--- src/rtl/trace_pkg.sv ---
// Shared definitions for the commit-trace producer: record layout, flag positions and FSM states.
package trace_pkg;

  localparam int REC_W = 71;

  // Flag nibble sits at the top of the record: {halt, wr, rd, rw}
  localparam int FLAG_RW   = 0;
  localparam int FLAG_RD   = 1;
  localparam int FLAG_WR   = 2;
  localparam int FLAG_HALT = 3;

  localparam int PC_LSB    = 0;
  localparam int MDATA_LSB = 16;
  localparam int ADDR_LSB  = 32;
  localparam int WDATA_LSB = 48;
  localparam int WREG_LSB  = 64;
  localparam int FLAGS_LSB = 67;

  localparam int REC_HALT_BIT = FLAGS_LSB + FLAG_HALT;

  typedef struct packed {
    logic [3:0]  flags;
    logic [2:0]  wreg;
    logic [15:0] wdata;
    logic [15:0] addr;
    logic [15:0] mdata;
    logic [15:0] pc;
  } traceRec_t;

  typedef enum logic [1:0] {
    ST_RUN,
    ST_HALT_PEND,
    ST_DRAIN,
    ST_DONE
  } traceState_t;

  function automatic traceRec_t packRec(
    input logic        halt,
    input logic        wr,
    input logic        rd,
    input logic        rw,
    input logic [2:0]  wreg,
    input logic [15:0] wdata,
    input logic [15:0] addr,
    input logic [15:0] mdata,
    input logic [15:0] pc
  );
    traceRec_t r;
    r.flags            = '0;
    r.flags[FLAG_HALT] = halt;
    r.flags[FLAG_WR]   = wr;
    r.flags[FLAG_RD]   = rd;
    r.flags[FLAG_RW]   = rw;
    r.wreg             = wreg;
    r.wdata            = wdata;
    r.addr             = addr;
    r.mdata            = mdata;
    r.pc               = pc;
    return r;
  endfunction

endpackage

--- src/rtl/trace_fifo.sv ---
// Record FIFO for the commit-trace link; wrap-bit pointers, accepts a push while full if a pop
// happens on the same edge.
module trace_fifo
  import trace_pkg::*;
#(
  parameter int DEPTH = 8,
  parameter int WIDTH = REC_W
) (
  input  logic             clk,
  input  logic             rst_n,
  input  logic             push,
  input  logic [WIDTH-1:0] pushData,
  input  logic             pop,
  output logic [WIDTH-1:0] popData,
  output logic             full,
  output logic             empty
);

  localparam int AW = $clog2(DEPTH);
  localparam logic [AW:0] PTR_ONE = {{AW{1'b0}}, 1'b1};

  logic [WIDTH-1:0] mem [DEPTH];
  logic [AW:0]      wrPtr;
  logic [AW:0]      rdPtr;
  logic             doPush;
  logic             doPop;

  assign empty = (wrPtr == rdPtr);
  assign full  = (wrPtr[AW] != rdPtr[AW]) && (wrPtr[AW-1:0] == rdPtr[AW-1:0]);

  assign doPop  = pop && !empty;
  assign doPush = push && (!full || doPop);

  assign popData = mem[rdPtr[AW-1:0]];

  always_ff @(posedge clk) begin
    if (!rst_n) begin
      wrPtr <= '0;
      rdPtr <= '0;
    end else begin
      if (doPush) wrPtr <= wrPtr + PTR_ONE;
      if (doPop)  rdPtr <= rdPtr + PTR_ONE;
    end
  end

  // Storage needs no reset: the pointers alone define which entries are live.
  always_ff @(posedge clk) begin
    if (doPush) mem[wrPtr[AW-1:0]] <= pushData;
  end

endmodule

--- src/rtl/commit_trace_tx.sv ---
// Commit-trace producer: packs retire events into records, buffers and streams them to the sink.
// Optional cache-event counters are built when TRACE_PERF_CNT_EN is defined.
module commit_trace_tx
  import trace_pkg::*;
#(
  parameter int DEPTH = 8,
  parameter int CNT_W = 32
) (
  input  logic             clk,
  input  logic             rst_n,
  input  logic             ev_regwrite,
  input  logic [2:0]       ev_wreg,
  input  logic [15:0]      ev_wdata,
  input  logic             ev_memread,
  input  logic             ev_memwrite,
  input  logic [15:0]      ev_addr,
  input  logic [15:0]      ev_mdata,
  input  logic [15:0]      ev_pc,
  input  logic             ev_halt,
`ifdef TRACE_PERF_CNT_EN
  input  logic             ev_dhit,
  input  logic             ev_ihit,
  input  logic             ev_dreq,
  input  logic             ev_ireq,
  output logic [CNT_W-1:0] dhit_cnt,
  output logic [CNT_W-1:0] ihit_cnt,
  output logic [CNT_W-1:0] dreq_cnt,
  output logic [CNT_W-1:0] ireq_cnt,
`endif
  output logic             tr_valid,
  input  logic             tr_ready,
  output logic [REC_W-1:0] tr_rec,
  output logic             overflow,
  output logic [CNT_W-1:0] drop_cnt,
  output logic [CNT_W-1:0] cycle_cnt,
  output logic [CNT_W-1:0] inst_cnt,
  output logic             done
);

  localparam logic [CNT_W-1:0] CNT_ONE = {{(CNT_W-1){1'b0}}, 1'b1};

  function automatic logic [CNT_W-1:0] satInc(input logic [CNT_W-1:0] v);
    return (&v) ? v : v + CNT_ONE;
  endfunction

  traceState_t      state;
  traceState_t      nextState;
  traceRec_t        evRec;
  traceRec_t        pendRec;
  traceRec_t        pushData;
  logic [REC_W-1:0] fifoHead;
  logic             fifoFull;
  logic             fifoEmpty;
  logic             evActive;
  logic             pop;
  logic             space;
  logic             push;
  logic             pendLoad;
  logic             dropEv;

  assign evRec = packRec(ev_halt, ev_memwrite, ev_memread, ev_regwrite,
                         ev_wreg, ev_wdata, ev_addr, ev_mdata, ev_pc);

  assign evActive = ev_regwrite | ev_memread | ev_memwrite | ev_halt;
  assign tr_valid = !fifoEmpty;
  assign tr_rec   = tr_valid ? fifoHead : '0;
  assign pop      = tr_valid && tr_ready;
  assign space    = !fifoFull || pop;
  assign done     = (state == ST_DONE);

  trace_fifo #(
    .DEPTH (DEPTH),
    .WIDTH (REC_W)
  ) uFifo (
    .clk      (clk),
    .rst_n    (rst_n),
    .push     (push),
    .pushData (pushData),
    .pop      (pop),
    .popData  (fifoHead),
    .full     (fifoFull),
    .empty    (fifoEmpty)
  );

  always_ff @(posedge clk) begin
    if (!rst_n) state <= ST_RUN;
    else        state <= nextState;
  end

  // A halt that finds the FIFO full parks here until a slot opens; it is never dropped.
  always_comb begin
    nextState = state;
    push      = 1'b0;
    pushData  = evRec;
    pendLoad  = 1'b0;
    dropEv    = 1'b0;
    case (state)
      ST_RUN: begin
        if (evActive) begin
          if (ev_halt) begin
            if (space) begin
              push      = 1'b1;
              nextState = ST_DRAIN;
            end else begin
              pendLoad  = 1'b1;
              nextState = ST_HALT_PEND;
            end
          end else if (space) begin
            push = 1'b1;
          end else begin
            dropEv = 1'b1;
          end
        end
      end
      ST_HALT_PEND: begin
        pushData = pendRec;
        if (space) begin
          push      = 1'b1;
          nextState = ST_DRAIN;
        end
      end
      ST_DRAIN: begin
        if (pop && fifoHead[REC_HALT_BIT]) nextState = ST_DONE;
      end
      ST_DONE: begin
        nextState = ST_DONE;
      end
      default: begin
        nextState = ST_RUN;
      end
    endcase
  end

  always_ff @(posedge clk) begin
    if (!rst_n)        pendRec <= '0;
    else if (pendLoad) pendRec <= evRec;
  end

  always_ff @(posedge clk) begin
    if (!rst_n) begin
      cycle_cnt <= '0;
      inst_cnt  <= '0;
      drop_cnt  <= '0;
      overflow  <= 1'b0;
    end else begin
      if (state != ST_DONE) cycle_cnt <= satInc(cycle_cnt);
      if (state == ST_RUN) begin
        if (ev_halt | ev_regwrite | ev_memwrite) inst_cnt <= satInc(inst_cnt);
        if (dropEv) begin
          drop_cnt <= satInc(drop_cnt);
          overflow <= 1'b1;
        end
      end
    end
  end

`ifdef TRACE_PERF_CNT_EN
  always_ff @(posedge clk) begin
    if (!rst_n) begin
      dhit_cnt <= '0;
      ihit_cnt <= '0;
      dreq_cnt <= '0;
      ireq_cnt <= '0;
    end else if (state == ST_RUN) begin
      if (ev_dhit) dhit_cnt <= satInc(dhit_cnt);
      if (ev_ihit) ihit_cnt <= satInc(ihit_cnt);
      if (ev_dreq) dreq_cnt <= satInc(dreq_cnt);
      if (ev_ireq) ireq_cnt <= satInc(ireq_cnt);
    end
  end
`endif

endmodule

--- config.mk ---
export PLATFORM = sky130hd
export DESIGN_NAME = commit_trace_tx
export DESIGN_NICKNAME = d
export VERILOG_FILES = /design/src/rtl/trace_pkg.sv /design/src/rtl/trace_fifo.sv /design/src/rtl/commit_trace_tx.sv
export SDC_FILE = /design/constraint.sdc
export NUM_CORES = 1
export LEC_CHECK = 0
export CORE_MARGIN = 4
export CORE_UTILIZATION = 40
export DETAILED_ROUTE_END_ITERATION = 6
export PLACE_DENSITY = 0.6
export SYNTH_ARGS = -nofsm -noshare
export SYNTH_HDL_FRONTEND = slang
export SYNTH_SLANG_ARGS = --single-unit
--- constraint.sdc ---
create_clock -name clk -period 27.4 [get_ports clk]
set_input_delay 5.48 -clock clk [delete_from_list [all_inputs] [get_ports clk]]
set_output_delay 5.48 -clock clk [all_outputs]
set_load 0.05 [all_outputs]
-- Yosys cells after proc, flatten, opt, wreduce, memory -nomap -nowiden
Memories as Yosys holds them, arrays and structs flattened. A register that Yosys moved wholly into a read port is not among the register bits.
Cells that the tools add are included.
- $add $sub $neg: 5
- eq/ne operators: 11
- multiplexer cells: 22
- bitwise gates (word level): 8
- reduce and logical (&&, ||, !) cells: 18
- operators by type and width (operator ; number):
    $mux W71 ; 2
    $add A32 B1 Y32 const B ; 3
    $reduce_and A32 Y1 ; 3
    $mux W1 ; 11
    $mux W2 ; 5
    $ne A2 B2 Y1 const B ; 5
    $add A4 B1 Y4 const B ; 2
    $pmux W2 S4 ; 1
    $mux W3 ; 2
    $reduce_and A3 Y1 ; 2
    $logic_and A1 B1 Y1 ; 5
    $or A1 B1 Y1 ; 5
    $eq A2 B2 Y1 const B ; 2
    $eq A4 B4 Y1 ; 1
    $reduce_and A2 Y1 ; 2
    $reduce_and A4 Y1 ; 1
    $eq A3 B3 Y1 ; 1
    $not A1 Y1 ; 3
    $eq A2 B1 Y1 const B ; 1
    $logic_not A1 Y1 ; 2
    $logic_not A2 Y1 ; 1
    $logic_or A1 B1 Y1 ; 2
    $pmux W1 S2 ; 1
    $ne A1 B1 Y1 ; 1
- register bits: 178
- bits in writable memories: 568
- bits of input ports: 74
- word-level logic and storage cells: 78
- memories: 1
- memories (name ; words ; bits a word ; read ports ; clocked after memory_dff ; write ports ; RTL line ; source):
    uFifo.mem ; 8 ; 71 ; 1 ; 1 ; 1 ; trace_fifo.sv:22 ; logic [WIDTH-1:0] mem [DEPTH];

-- Logic depth before layout (Yosys ltp)
Gate-level depths: netlist (run 1).
- depth in word-level cells: 10
- mapped depth: 10
- mapped depth without buffers: 8

-- By module
A second synthesis (run 1) with hierarchy kept.
- cells, all modules: 1917
- area total of the unflattened synthesis: 30842.1 um2
- by module, submodules not included (module ; instances ; cells each ; area each (um2)):
    trace_fifo ; 1 ; 892 ; 21874.7
    commit_trace_tx ; 1 ; 1025 ; 8967.4

-- Least setup slack after synthesis (run 1)
OpenSTA, ideal clock, no wires.
- path kind: input-to-reg
- from: input port tr_ready
- to: memory uFifo.mem[1][0] in the netlist's numbering, enable pin
- library setup time: 0.700 ns
- data arrival time: 13.018 ns
- required time: 26.700 ns
- setup slack: 13.682 ns
- stages: 4
- path buffers: 0
- cells stage by stage: nor3_1 > nor2_1 > nand2_1 > nor4b_1
- word-level cells in the longest chain between the ends: 8
- elaborated cells between the ends (all ways): 10
- those cells by class: 5 x mux; 5 x reduce/logical
- ends and longest elaborated chain (element ; RTL line ; source):
    start: declaration ; commit_trace_tx.sv:31 ; input logic tr_ready,
    $logic_and A1 B1 Y1 * ; commit_trace_tx.sv:67 ; assign pop = tr_valid && tr_ready;
    $logic_or A1 B1 Y1 ; commit_trace_tx.sv:68 ; assign space = !fifoFull || pop;
    $mux W1 ; commit_trace_tx.sv:101, commit_trace_tx.sv:108, commit_trace_tx.sv:117 ;
    $mux W1 ; commit_trace_tx.sv:99 ; if (evActive) begin
    $pmux W1 S2 ; commit_trace_tx.sv:97 ; case (state)
    $logic_and A1 B1 Y1 * ; trace_fifo.sv:32 ; assign doPush = push && (!full || doPop);
    $mux W1 * ; trace_fifo.sv:48 ; if (doPush) mem[wrPtr[AW-1:0]] <= pushData;
    $mux W1 (not written as such) * ; trace_fifo.sv:48 ;
    end: declaration ; trace_fifo.sv:22 ;
Mark *: on every way between the ends. The rest lies on a longest branch, timed or not.

==> impl_metrics.yaml, run 1 <==
timing:
  fin_ws_ns: 17.20
  hold_viol: 0
  skew_ns: 0.0137
  setup_viol: 0
  final.period_utilization: 0.372
  drv_slew: 0
  tns_ns: 0
  min_period_ns: 10.20
  worst_slew_margin_rel: 0.286
  max_freq_mhz: 98.0
  rsz0062_at_grt: "no"
  hold-worst-slack_ns: 0.452
  worst_pin_slew_ns: 1.07
die:
  row_count: 100
  die_area_um2: 79600
  io_pins: 244
  core_um2: 74400
  start_util: 0.404
  dieWidth_um: 282
  fp.dieH_um: 282
power_and_ir_drop:
  switchingPower_mw: 0.901
  p_leak_nw: 11.3
  cellPowerDensity_nw_per_um2: 86.3
  power_frac_clock: 0.356
  total_power_mw: 3.13
  swShare: 0.288
  ir_worst_vdd_mv: 0.0486
  power_frac_seq: 0.416
  combPwrFrac: 0.227
  internal_power_mw: 2.23
synth:
  synth_area_um2: 30000
  ys_seq_elements: 749
  yosys_most_used_dff: "edfxtp_1"
  syn_area_per_cell_um2: 15.6
  synth_area_leaders: "edfxtp_1 57%, dfxtp_1 12%, mux4_2 11%"
  ys_types: 58
  synth_top_area_share: 0.568
  yosysSeqAreaShare: 0.688
  synth_edf_count: 568
  post-synth-top-count-cell: "edfxtp_1"
  synthArstFlopShare: 0
  syn-num-nets: 2007
  yosys_warnings: 0
  synth_commonest_cells: "568 x edfxtp_1, 188 x nand2_1, 181 x dfxtp_1"
  yosysTopAreaCell: "edfxtp_1"
  synthCells: 1928
clock_network:
  clock_latency_ns: 0.61
  clockBufferDepth: 3
  path_clk_slew_ns: 0.06
  cts_tree: "yes"
  cts_buffers: 82
  root_buffer: "clkbuf_16"
  clock_sinks: 749
  cts_setup_buffers: 0
  htreeDepth: 3
  holdBufCountCts: 0
  cts-resized-gates: 0
finish:
  multi_input_area_um2: 8870
  fillCellCount: 6310
  antenna_cells: 0
  areaGrowthSynthToFinish_pct: 20.6
  fin_area_um2: 36200
  drive_above_1_share: 0.174
  nets: 2262
  final_cells: 3216
  final_util: 0.487
  seqCellArea_um2: 20700
worst_setup_path:
  cpMaxStageDelayCell: "buf_4"
  critPathArrivalTime_ns: 4.72
  max_stage_delay_ns: 0.95
  crit_path_cell_trace: "buf_4 > buf_4 > mux4_2 > mux2i_1 > nor2_1 > clkdlybuf4s50_1"
  startpoint_type: "register"
  reg2reg_depth: 7
  critical_path_required_ns: 21.92
  endpoint_kind: "output port"
  path_class: "register to output port"
  path_max_fanout: 51
  cpMostUsedCell: "buf_4"
placed_design:
  portBuffers: 243
  place.gp.congestion: 0.802
  dpl_cell_area_um2: 33500
  place_inst: 3068
  place_ws_ns: 17.62
  dp_hpwl_um: 39800
global_route:
  grt_pass1_vias: 17800
  grt_use_total: 0.180
  globalRouteOverflowTotal: 0
  grt_first_pass_wirelength_um: 109000
  grt_antenna_before_repair: 4
  grt_max_degree: 106
flow_run:
  drv_cap: 0
route:
  wirelength_um: 71700
  vias_per_cell: 5.36
  wire_per_inst_um: 22.3
  drtIter0Drc: 1068
  vias: 17200
  dr.pass1.iters: 5
  ant_nets: 0
  drc_errors: 0
run_status:
  status: "complete, no violations"
hold_path:
  hold_depth: 2
  min_path_type: "register to register"
sequential cells by signal, indices dropped and copies added (netlist names), named ones only:
register	flops
uFifo.mem	568
pendRec	71
cycle_cnt	32
drop_cnt	32
inst_cnt	32
uFifo.rdPtr	4
uFifo.wrPtr	4
state	2
overflow	1
logic make-up after synthesis:
family,synth area share
and+or+nand+nor,0.0851
adders and majority gates,0.00208
xor gates and xnor gates,0.0204
AOI/OAI and AO/OA,0.0284
buffers and inverters,0.0187
muxes,0.157
DFF,0.688
cell type report:
type | count | share of cell area
multi-input combinational | 1058 | 0.245
timing repair buffer | 272 | 0.0731
tap | 969 | 0.0335
sequential | 749 | 0.571
clock buffer | 107 | 0.0609
inverter | 20 | 0.00221
clock inverter | 41 | 0.0147
cells in the final DEF (no fill, tap or decap), drive strengths merged, types with 24 or more instances in the layout:
cell	netlist	routed
nor2	169	169
inv	19	24
nand2	189	189
clkdlybuf4s50	0	243
mux4	142	142
xnor2	32	32
dfxtp	181	181
nand4	33	33
mux2i	72	72
nand3	52	52
o21ai	24	24
clkbuf	55	107
mux2	71	71
edfxtp	568	568
or3	25	25
a21oi	100	100
buf	46	29
xor2	38	38
routing by layer:
| layer | share of wire | track usage | up-vias |
|---|---|---|---|
| li1 | - | - | 7860 |
| met1 | 0.42 | 0.236 | 8833 |
| met2 | 0.50 | 0.310 | 442 |
| met3 | 0.057 | 0.0403 | 105 |
| met4 | 0.018 | 0.0427 | 6 |
| met5 | 0.00067 | 0 | - |
worst max-delay path, delay by kind of cell (launching register included):
kind	cells	cell delay, ns
mux	2	0.90
flops	1	0.62
buf+inv	3	2.42
simple gates	1	0.08
power groups by stage:
| stage | sequential, mW | combinational (mW) | clock, mW |
|---|---|---|---|
| finish | 1.30 | 0.711 | 1.11 |
| global route | 1.31 | 0.759 | 1.19 |
| CTS | 1.30 | 0.728 | 1.15 |
| detailed placement | 1.33 | 0.726 | 0 |
| global placement | 1.32 | 0.723 | 0 |
| floorplan | 1.32 | 0.501 | 0 |
path summary, 6_finish.rpt:
check / from / end / slack, ns
setup / recovery: register / tr_rec[70] / 17.20
hold / removal: pendRec[65]$_SDFFE_PN0P_ / pendRec[65]$_SDFFE_PN0P_ / 0.45
setup reg to reg: uFifo.wrPtr[0]$_SDFFE_PN0P_ / uFifo.mem[6][34]$_DFFE_PP_ / 23.54
hold reg to reg: pendRec[65]$_SDFFE_PN0P_ / pendRec[65]$_SDFFE_PN0P_ / 0.45
Note: power is estimated with default switching activity, not from simulation.
==> run 2, diff against run 1 <==
--- a/config.mk
+++ b/config.mk
@@ -8,7 +8,7 @@
 export CORE_MARGIN = 4
 export CORE_UTILIZATION = 40
 export DETAILED_ROUTE_END_ITERATION = 6
-export PLACE_DENSITY = 0.6
+export PLACE_DENSITY = 0.63
 export SYNTH_ARGS = -nofsm -noshare
 export SYNTH_HDL_FRONTEND = slang
 export SYNTH_SLANG_ARGS = --single-unit
==> constraint.sdc (replaced) <==
create_clock -name clk -period 8.2 [get_ports clk]
set_input_delay 1.64 -clock clk [delete_from_list [all_inputs] [get_ports clk]]
set_output_delay 1.64 -clock clk [all_outputs]
set_load 0.05 [all_outputs]
==> run 2 against run 1 <==
First-iteration DRC count is 3.7% lower. Sequential power rose to 3.4 times the previous value. Power increased to 3.3 times the previous value. Combinational power grew to 3.3 times the previous value. Global-route usage shrank 0.16 points. Count of clock-buffer cells in the layout grew 1. Largest cell class unchanged.
==> impl_metrics.yaml, run 2 (synthesized netlist as in run 1, its figures left out) <==
route:
  ant_nets: 0
  drc_errors: 0
  wl_met2_um: 35500
  drtIter0Drc: 1028
  highest_layer: "met5"
  wire_per_inst_um: 22.2
  wirelength_um: 71500
  m1WireLength_um: 30000
  vias: 17200
  dr.pass1.iters: 5
  vias_per_cell: 5.36
  met3_wirelength_um: 4650
timing:
  setup_viol: 0
  worst_pin_slew_ns: 1.16
  min_period_ns: 5.66
  tns_ns: 0
  rsz0062_at_grt: "no"
  skew_ns: 0.0281
  final.period_utilization: 0.691
  fin_ws_ns: 2.54
  hold_viol: 0
  worst_slew_margin_rel: 0.224
  drv_slew: 0
  max_freq_mhz: 177
placed_design:
  place_ws_ns: 3.05
  place.gp.congestion: 0.818
  dp_hpwl_um: 40300
  portBuffers: 243
  dpl_cell_area_um2: 33500
  place_inst: 3065
worst_setup_path:
  startpoint_type: "register"
  reg2reg_depth: 7
  r2r_slack_ns: 4.78
  critPathArrivalTime_ns: 4.02
  r2r-end: "uFifo.mem[3][45]$_DFFE_PP_"
  path_class: "register to output port"
  reg2reg_from: "uFifo.wrPtr[0]$_SDFFE_PN0P_"
  endpoint_kind: "output port"
  path_max_fanout: 57
  critical_path_required_ns: 6.56
finish:
  drive_above_1_share: 0.175
  final_util: 0.486
  seqCellArea_um2: 20700
  multi_input_area_um2: 8880
  areaGrowthSynthToFinish_pct: 20.5
  final_common_cell: "edfxtp_1"
  largest_reg_flops: 568
  nets: 2256
  fin_area_um2: 36200
  mostFrequentLayoutCells: "568 x edfxtp_1, 243 x clkdlybuf4s50_1, 187 x nand2_1"
  fillCellCount: 6233
  final_cells: 3216
clock_network:
  clock_sinks: 749
  cts_tree: "yes"
  clockBufferDepth: 3
  root_buffer: "clkbuf_16"
  holdBufCountCts: 0
  htreeDepth: 3
  cts_buffers: 79
  path_clk_slew_ns: 0.06
  cts_setup_buffers: 0
  clock_latency_ns: 0.61
  cts-resized-gates: 0
global_route:
  grt_antenna_before_repair: 5
  grt_use_total: 0.179
  grt_max_degree: 77
  grt_pass1_vias: 18200
  globalRouteOverflowTotal: 0
  grt_first_pass_wirelength_um: 109000
die:
  row_count: 100
  io_pins: 244
  dieWidth_um: 282
  core_um2: 74400
  fp.dieH_um: 282
  start_util: 0.404
  die_area_um2: 79600
hold_path:
  min_path_type: "register to register"
  hp-start: "pendRec[10]$_SDFFE_PN0P_"
  hold_depth: 2
  whs_endpoint: "pendRec[10]$_SDFFE_PN0P_"
run_status:
  status: "complete, no violations"
power_and_ir_drop:
  ir_worst_vdd_mv: 0.174
  p_leak_nw: 11.3
  cellPowerDensity_nw_per_um2: 286
flow_run:
  drv_cap: 0
-- run 2: metal layers --
layer,up-vias,GRT usage
li1,7869,-
met4,4,0.0508
met3,105,0.0454
met1,8808,0.229
met5,-,0
met2,453,0.305
-- run 2: cell type report --
cell class | instances | share of cell area
Sequential cell | 749 | 0.571
Multi-Input combinational cell | 1058 | 0.245
Timing Repair Buffer | 269 | 0.0736
Clock buffer | 108 | 0.0605
Tap cell | 969 | 0.0335
Clock inverter | 40 | 0.0134
Inverter | 20 | 0.00221
Antenna cell | 3 | 0.000207
-- run 2: worst max path at each step --
stage / startpoint / to / slack (ns) / cells after the start
2_1_floorplan: ev_regwrite / uFifo.mem[6][0]$_DFFE_PP_ / 0.26 / 5
3_3_place_gp: register / tr_rec[1] / 3.04 / 5
3_5_place_dp: register / tr_rec[1] / 3.05 / 5
4_1_cts: register / tr_rec[1] / 2.37 / 5
5_1_grt: register / tr_rec[1] / 2.14 / 5
6_report: uFifo.wrPtr[0]$_SDFFE_PN0P_ / tr_rec[7] / 2.54 / 6
-- run 2: metrics by stage --
step | total power [mW] | hold WS [ns]
after floorplan | 6.08 | 0.434
after global placement | 6.83 | 0.439
after detailed placement | 6.85 | 0.447
after CTS | 10.5 | 0.455
after global routing | 10.8 | 0.473
final | 10.3 | 0.452
-- run 2: critical path, stage by stage, from the launching register on --
cell and delay [ns]:
dfxtp_1 0.65, xnor2_1 0.20, nand3_2 0.19, nor2b_4 0.53, buf_4 0.77, nor2_1 0.26
clkdlybuf4s50_1 0.77
-- run 2: where the power goes --
| group | switching, mW | leakage [nW] | internal, mW |
|---|---|---|---|
| logic | 1.43 | 3.34 | 0.891 |
| registers | 0.123 | 6.65 | 4.27 |
| clock network | 1.47 | 1.30 | 2.15 |
| total | 3.03 | 11.3 | 7.31 |
==> run 3, diff against run 2 <==
==> constraint.sdc (replaced) <==
create_clock -name clk -period 5.2 [get_ports clk]
set_input_delay 1.04 -clock clk [delete_from_list [all_inputs] [get_ports clk]]
set_output_delay 1.04 -clock clk [all_outputs]
set_load 0.05 [all_outputs]
==> run 3 against run 2 <==
Clock skew shrank 0.0057 ns. Design area grew 0.84%. Die area is the same. Utilization grew 0.41 points. Count of clock-buffer cells in the layout shrank 5.
==> impl_metrics.yaml, run 3 (synthesized netlist as in run 1, its figures left out) <==
worst_setup_path:
  critPathTopFamily: "buffers and inverters"
  startpoint_type: "register"
  crit_path_cell_trace: "buf_12 > mux4_2 > mux2i_1 > nor2_1 > clkdlybuf4s50_1"
  reg2reg_depth: 7
  cpMaxStageDelayCell: "clkdlybuf4s50_1"
  reg2reg_from: "uFifo.wrPtr[0]$_SDFFE_PN0P_"
  critPathArrivalTime_ns: 3.48
  path_max_fanout: 74
  path_class: "register to output port"
  r2r_slack_ns: 2.29
  worst-path-buf-inv: 2
  r2r-end: "pendRec[49]$_SDFFE_PN0P_"
  endpoint_kind: "output port"
  critical_path_required_ns: 4.16
  max_stage_delay_ns: 0.76
finish:
  fin_area_um2: 36500
  largest_reg_flops: 568
  final_util: 0.491
  nets: 2268
  areaGrowthSynthToFinish_pct: 21.5
  final_common_cell: "edfxtp_1"
  drive_above_1_share: 0.181
  mostFrequentLayoutCells: "568 x edfxtp_1, 243 x clkdlybuf4s50_1, 187 x nand2_1"
route:
  wirelength_um: 71500
  vias: 17200
  ant_nets: 0
  drtIter0Drc: 1088
  vias_per_cell: 5.34
  wire_per_inst_um: 22.1
  drc_errors: 0
  dr.pass1.iters: 5
die:
  core_um2: 74400
  dieWidth_um: 282
  die_area_um2: 79600
  row_count: 100
  fp.dieH_um: 282
  io_pins: 244
  start_util: 0.404
clock_network:
  root_buffer: "clkbuf_16"
  clock_latency_ns: 0.62
  clock_sinks: 749
  cts_buffers: 82
  cts_setup_buffers: 0
  htreeDepth: 3
  cts_tree: "yes"
  clockBufferDepth: 3
  path_clk_slew_ns: 0.06
  holdBufCountCts: 0
  cts-resized-gates: 0
power_and_ir_drop:
  internal_power_mw: 11.7
  p_leak_nw: 11.4
  cellPowerDensity_nw_per_um2: 452
  ir_worst_vdd_mv: 0.363
  power_frac_clock: 0.357
  power_frac_seq: 0.416
  swShare: 0.291
  combPwrFrac: 0.228
  switchingPower_mw: 4.80
flow_run:
  drv_cap: 0
global_route:
  globalRouteOverflowTotal: 0
  grt_first_pass_wirelength_um: 109000
  grt_use_total: 0.180
  grt_antenna_before_repair: 3
  grt_pass1_vias: 17900
  grt_max_degree: 75
timing:
  worst_slew_margin_rel: 0.311
  min_period_ns: 4.52
  skew_ns: 0.0224
  hold-worst-slack_ns: 0.452
  worst_pin_slew_ns: 1.03
  setup_viol: 0
  drv_slew: 0
  rsz0062_at_grt: "no"
  final.period_utilization: 0.869
  max_freq_mhz: 221
  hold_viol: 0
placed_design:
  portBuffers: 243
  dpl_cell_area_um2: 33700
  dp_hpwl_um: 39700
  place.gp.congestion: 0.802
hold_path:
  hp-start: "pendRec[5]$_SDFFE_PN0P_"
  hold_depth: 2
  whs_endpoint: "pendRec[5]$_SDFFE_PN0P_"
  min_path_type: "register to register"
run_status:
  status: "complete, no violations"
-- run 3: cell types whose count changed in the layout (fill, tap and decap cells not counted), moves of 4 or more --
cell       previous run  this run
clkbuf_8              6        11
clkbuf_16            81        85
clkinv_1              3        12
clkbuf_1             20         7
inv_6                 7         2
buf_12                3        11
-- run 3: worst max path at each step --
stage,from,end,cells past startpoint
floorplan,ev_regwrite,uFifo.mem[6][0]$_DFFE_PP_,5
global placement,register,tr_rec[1],5
detailed placement,register,tr_rec[1],5
CTS,register,tr_rec[1],5
global route,register,tr_rec[5],5
finish,register,tr_rec[1],5
-- run 3: layout make-up --
type | instances | area [µm²]
multi-input combinational | 1058 | 8890
sequential | 749 | 20700
tap | 969 | 1210
antenna | 3 | 7.51
timing repair buffer | 278 | 2830
inverter | 20 | 80.1
clock inverter | 48 | 503
clock buffer | 103 | 2300
fill | 6136 | 37900
-- run 3: tightest hold or removal path: cells and delay by family, from the launching register on --
kind,cells,cell delay (ns)
DFF,1,0.30
AOI/OAI and AO/OA,1,0.05
and+or+nand+nor,1,0.05
-- run 3: routing by layer --
layer  up-vias  GRT usage  routed length (µm)
met5         -          0                  13
met3        72     0.0384                4160
met1      8875      0.238               30700
met4         2     0.0447                1080
met2       418      0.305               35500
li1       7879          -                   -
-- run 3: through the flow --
stage	TNS [ns]	worst slack, ns	total power, mW	std cells
global placement	0	1.26	10.8	3074
global route	0	0.406	17.2	3225
detailed placement	0	1.24	10.8	3074
finish	0	0.679	16.5	3228
CTS	0	0.550	16.8	3225
floorplan	-732.98	-2.14	9.58	1928
-- run 3: power by group through the flow --
stage / combinational, mW / sequential [mW] / clock (mW)
after CTS: 3.84 / 6.87 / 6.04
after global routing: 3.99 / 6.89 / 6.31
final: 3.76 / 6.86 / 5.89
after floorplan: 2.64 / 6.94 / 0
after detailed placement: 3.83 / 6.99 / 0
after global placement: 3.81 / 6.98 / 0
